[config.mk]
export PLATFORM = sky130hd
export DESIGN_NAME = stopwatch_ctrl
export DESIGN_NICKNAME = d
export VERILOG_FILES = /design/src/rtl/stopwatch_pkg.sv /design/src/rtl/stopwatch_ctrl_bcd_digit.sv /design/src/rtl/stopwatch_ctrl.sv
export SDC_FILE = /design/constraint.sdc
export NUM_CORES = 1
export LEC_CHECK = 0
export ABC_CLOCK_PERIOD_IN_PS = 3300
export BUFFER_PORTS_ARGS = -buffer_cell sky130_fd_sc_hd__buf_2
export CORE_MARGIN = 2
export CORE_UTILIZATION = 50
export CTS_BUF_LIST = sky130_fd_sc_hd__clkbuf_8 sky130_fd_sc_hd__clkbuf_16
export CTS_CLUSTER_DIAMETER = 200
export DETAILED_ROUTE_END_ITERATION = 8
export PLACE_DENSITY = 0.69
export SETUP_SLACK_MARGIN = 0.1
export SKIP_LAST_GASP = 1
export SYNTH_ARGS = -nofsm -noshare
export SYNTH_HDL_FRONTEND = slang
export SYNTH_SLANG_ARGS = --single-unit
[constraint.sdc]
create_clock -name clk -period 3.3 [get_ports clk]
set_input_delay 0.495 -clock clk [delete_from_list [all_inputs] [get_ports clk]]
set_output_delay 0.495 -clock clk [all_outputs]
set_load 0.05 [all_outputs]
[src/rtl/stopwatch_pkg.sv]
// stopwatch_pkg: shared state encoding, digit limits and prescaler width helper
package stopwatch_pkg;
  typedef enum logic [2:0] {IDLE, RUN, STOP, LAP_RUN, LAP_STOP} state_t;
  localparam int DECI_MAX = 9;
  localparam int SEC0_MAX = 9;
  localparam int SEC1_MAX = 5;
  localparam int MIN_MAX = 9;
  function automatic int clog2(input int n);
    int r = 0;
    for (int v = n - 1; v > 0; v = v >> 1) r++;
    return r;
  endfunction
endpackage

[src/rtl/stopwatch_ctrl_bcd_digit.sv]
// bcd_digit: one wrapping counter digit with cascade carry and saturation hold
module bcd_digit #(
  parameter int W = 4,
  parameter int MAX = 9
) (
  input  logic         clk,
  input  logic         clr_n,
  input  logic         sclr,
  input  logic         en,
  input  logic         hold,
  output logic [W-1:0] q,
  output logic         carry
);
  assign carry = en & (q == W'(MAX));
  always_ff @(posedge clk or negedge clr_n)
    if (!clr_n) q <= '0;
    else if (sclr) q <= '0;
    else if (en && !hold) q <= carry ? '0 : q + 1'b1;
endmodule

[src/rtl/stopwatch_ctrl.sv]
// stopwatch_ctrl: prescaled BCD stopwatch with run/stop, lap freeze, clear and overflow policy
module stopwatch_ctrl
  import stopwatch_pkg::*;
#(
  parameter int CLK_DIV = 10,
  parameter int MIN_DIGITS = 1,
  parameter int SATURATE = 1
) (
  input  logic                    clk,
  input  logic                    clr_n,
  input  logic                    start_stop,
  input  logic                    lap,
  input  logic                    clear,
  output logic [3:0]              deci,
  output logic [3:0]              sec0,
  output logic [2:0]              sec1,
  output logic [4*MIN_DIGITS-1:0] min,
  output logic                    running,
  output logic                    lap_held,
  output logic                    ovf
);
  localparam int PW = clog2(CLK_DIV);
  localparam int MW = 4 * MIN_DIGITS;
  state_t state, nxt;
  logic [PW-1:0] presc;
  logic [3:0] deci_q, sec0_q, deci_l, sec0_l;
  logic [2:0] sec1_q, sec1_l;
  logic [MW-1:0] min_q, min_l;
  logic [MIN_DIGITS:0] men;
  logic tick, c_deci, c_sec0, hold, ovf_evt, ss, lp;
  assign tick = running & (presc == PW'(CLK_DIV - 1));
  assign ovf_evt = men[MIN_DIGITS];
  assign hold = (SATURATE != 0) && ovf_evt;
  assign ss = start_stop & ~clear;
  assign lp = lap & ~clear & ~start_stop;
  bcd_digit #(.W(4), .MAX(DECI_MAX)) u_deci (
    .clk(clk), .clr_n(clr_n), .sclr(clear), .en(tick), .hold(hold), .q(deci_q), .carry(c_deci)
  );
  bcd_digit #(.W(4), .MAX(SEC0_MAX)) u_sec0 (
    .clk(clk), .clr_n(clr_n), .sclr(clear), .en(c_deci), .hold(hold), .q(sec0_q), .carry(c_sec0)
  );
  bcd_digit #(.W(3), .MAX(SEC1_MAX)) u_sec1 (
    .clk(clk), .clr_n(clr_n), .sclr(clear), .en(c_sec0), .hold(hold), .q(sec1_q), .carry(men[0])
  );
  for (genvar i = 0; i < MIN_DIGITS; i++) begin : g_min
    bcd_digit #(.W(4), .MAX(MIN_MAX)) u_min (
      .clk(clk), .clr_n(clr_n), .sclr(clear), .en(men[i]), .hold(hold),
      .q(min_q[4*i +: 4]), .carry(men[i+1])
    );
  end
  always_comb begin
    nxt = state;
    case (state)
      IDLE:     nxt = ss ? RUN : IDLE;
      RUN:      nxt = ss ? STOP : lp ? LAP_RUN : RUN;
      STOP:     nxt = ss ? RUN : STOP;
      LAP_RUN:  nxt = ss ? LAP_STOP : lp ? RUN : LAP_RUN;
      LAP_STOP: nxt = ss ? LAP_RUN : lp ? STOP : LAP_STOP;
      default:  nxt = IDLE;
    endcase
    // saturation stops time but preserves the freeze state
    if (hold) nxt = (nxt == RUN) ? STOP : (nxt == LAP_RUN) ? LAP_STOP : nxt;
    if (clear) nxt = IDLE;
  end
  always_ff @(posedge clk or negedge clr_n)
    if (!clr_n) begin
      state <= IDLE;
      running <= 1'b0;
      lap_held <= 1'b0;
      ovf <= 1'b0;
      presc <= '0;
      deci_l <= '0;
      sec0_l <= '0;
      sec1_l <= '0;
      min_l <= '0;
    end else begin
      state <= nxt;
      running <= (nxt == RUN) || (nxt == LAP_RUN);
      lap_held <= (nxt == LAP_RUN) || (nxt == LAP_STOP);
      ovf <= ~clear & (ovf | ovf_evt);
      presc <= (clear || tick) ? '0 : running ? presc + 1'b1 : presc;
      if (clear) begin
        deci_l <= '0;
        sec0_l <= '0;
        sec1_l <= '0;
        min_l <= '0;
      end else if (lp && state == RUN) begin
        deci_l <= deci_q;
        sec0_l <= sec0_q;
        sec1_l <= sec1_q;
        min_l <= min_q;
      end
    end
  assign deci = lap_held ? deci_l : deci_q;
  assign sec0 = lap_held ? sec0_l : sec0_q;
  assign sec1 = lap_held ? sec1_l : sec1_q;
  assign min = lap_held ? min_l : min_q;
endmodule

==> flow_summary.yaml <==
worst_setup_path:
  slowest_delay_ns: 0.83
  reg2reg_from: "presc[1]"
  worst_r2r_endpoint: "lap_held"
  end_kind: "primary output"
  crit_end: "min[0]"
  r2r_slack_ns: 1.47
  slowest_stage: "dfrtp_1"
  critPathRequiredTime_ns: 2.80
  ff2ff_path_depth: 7
  cp.arrival_ns: 1.74
  critical_path_class: "flop to primary output"
  crit_chain: "mux2_2 -> buf_2"
  crit_fanout: 20
  start_kind: "flop"
  crit_start: "lap_held"
logic_synthesis:
  synth-main-ff-cell: "dfrtp_1"
  netlist.area_leader.share_pct: 44.03
  synth_area_leaders: "dfrtp_1, ha_1, mux2_2"
  syn_area_per_cell_um2: 9.593
  synth-async-reset-ratio_pct: 100.0
  ys_types: 45
  yosysMostFrequentCell: "dfrtp_1"
  synth-edff-count: 0
  yosysTopAreaCell: "dfrtp_1"
  ys_ff_latch: 40
  synth-warning-count: 0
  synth_top_cells_by_count: "dfrtp_1, nand2_1, o21ai_0"
  synth_area_um2: 2273
  syn_nets: 252
  synthCells: 237
  ys_seq_area_share_pct: 44.03
finish:
  drive_above_1_share_pct: 19.84
  antenna_cells: 0
  fin_util_pct: 57.53
  final_nets: 272
  areaGrowthSynthToFinish_pct: 10.18
sta:
  fin_crit_ns: 2.231
  slew_violations: 0
  fin_crit_sh_pct: 67.60
  max_freq_mhz: 448.2
  hold_viol_final: 0
  rsz0062_at_grt: "false"
  relSlewSlack_pct: 41.33
  setup_viol: 0
  skew_ns: 0.007482
  whs_ns: 0.3063
  worst_pin_slew_ns: 0.8800
  setup_tns_ns: 0
place:
  port_buffers: 22
  hpwlAfterDp_um: 3077
  gp_congestion: 0.7793
clocking:
  postCtsSetupBuffers: 0
  insertion_delay_ns: 0.29
  htreeDepth: 2
  cts_tree: "built"
  post_cts_resized: 0
  cts_root_buf: "clkbuf_8"
  clk_path_buf_depth: 2
  ctsHoldBuffers: 0
  clkTransAtPathRegs_ns: 0.08
  clock-sinks: 40
  cts_buffers: 5
global_route:
  grt_pass1_vias: 1649
  antenna_found_initial: 0
  grt_overflow: 0
  grt_pass1_wl_um: 7576
  track_usage_pct: 18.76
  grt_start_max_net_pins: 44
power_and_ir_drop:
  finalPower_w: 0.0009124
  max-vdd-ir-drop_mv: 0.2061
  p_leak_nw: 1.166
  cellPowerDensity_nw_per_um2: 364.3
run:
  maxCapViolations: 0
routing:
  avgRoutedWirePerCell_um: 14.42
  first_iter_violations: 129
  wl_um: 4455
  final_antenna_net_count: 0
  dr.pass1.iters: 4
  viasPerCell: 5.521
  routed-via-count: 1706
  drcViolationCount: 0
floorplan:
  die_h_um: 71.43
  io-pin-count: 23
  core-area_um2: 4354
  num_rows: 24
  die_w_um: 71.43
  initial_utilization_pct: 52.21
  die-area_um2: 5102
status:
  status: "finished, final reports clean"
worst_hold_path:
  min_path_type: "input port to async pin"
-- flip-flops by register name, summed over array words and instances (netlist names), 3 cells and up --
register,cells
deci_l,4
g_min.u_min.q,4
min_l,4
presc,4
sec0_l,4
u_deci.q,4
u_sec0.q,4
sec1_l,3
state,3
u_sec1.q,3
-- per-stage QoR --
stage | std cells | instance area (um^2) | worst slack, ns
6_report | 309 | 2505 | 1.069
5_1_grt | 309 | 2505 | 0.9818
4_1_cts | 309 | 2505 | 1.046
3_5_place_dp | 302 | 2409 | 1.240
3_3_place_gp | 302 | 2409 | 1.286
2_1_floorplan | 237 | 2273 | 0.6322
-- area by class of cell --
class / instances / area [um^2]
clock buffer: 7 / 96.34
fill: 402 / 1849
inverter: 6 / 22.52
multi-input combinational: 181 / 1202
sequential: 40 / 1001
tap: 52 / 65.06
timing repair buffer: 23 / 117.6
-- critical path: cells and delay by family, from the launching register on --
kind | cells | cell delay (ns)
buffers and inverters | 1 | 0.21
multiplexers | 1 | 0.41
flip-flops | 1 | 0.83
-- kinds of logic after synthesis --
kind of cell / share of synthesized area [%]
fa+ha+maj: 5.504
mux: 6.329
compound gates: 14.31
buf+inv: 3.302
flops: 44.03
simple gates: 24.22
xor+xnor: 2.311
-- power by group --
part,switching [W],leakage (nW),internal [W]
clock network,0.000161,0.0503,0.000186
logic,0.0000378,0.560,0.0000192
registers,0.0000127,0.555,0.000496
-- layout by cell type, fill, tap and decap left out, types with 3 or more instances in the layout --
cell type  instances
buf_2             22
dfrtp_1           40
nand2_1           28
a31oi_1            3
nand2b_1          15
xor2_1             5
ha_1              10
inv_1              6
and3b_1            3
nor3_1             5
o21ai_0           24
mux2_2            11
nor2_1            20
nand3_1            4
clkbuf_8           7
nand3b_1           5
a21oi_1           13
-- how the worst min path moves through the flow --
| stage | from | to | slack (ns) | cells after the start |
|---|---|---|---|---|
| final | clr_n | sec0_l[0] | 0.31 | 1 |
| after global routing | clr_n | sec0_l[2] | 0.40 | 1 |
| after CTS | clr_n | sec0_l[2] | 0.35 | 1 |
| after detailed placement | ovf | ovf | 0.49 | 2 |
| after global placement | ovf | ovf | 0.48 | 2 |
| after floorplan | clr_n | deci_l[0] | 0.20 | 0 |
-- routing by layer --
| layer | up-vias | share of wire, % | track usage, % | routed length [um] |
|---|---|---|---|---|
| li1 | 871 | - | - | - |
| met1 | 800 | 50 | 25.34 | 2221 |
| met2 | 26 | 44 | 29.73 | 1980 |
| met3 | 9 | 3.7 | 4.219 | 164 |
| met4 | 0 | 2.0 | 6.918 | 89 |
| met5 | - | 0 | 0 | 0 |
Note: power is estimated with default switching activity, not from simulation.
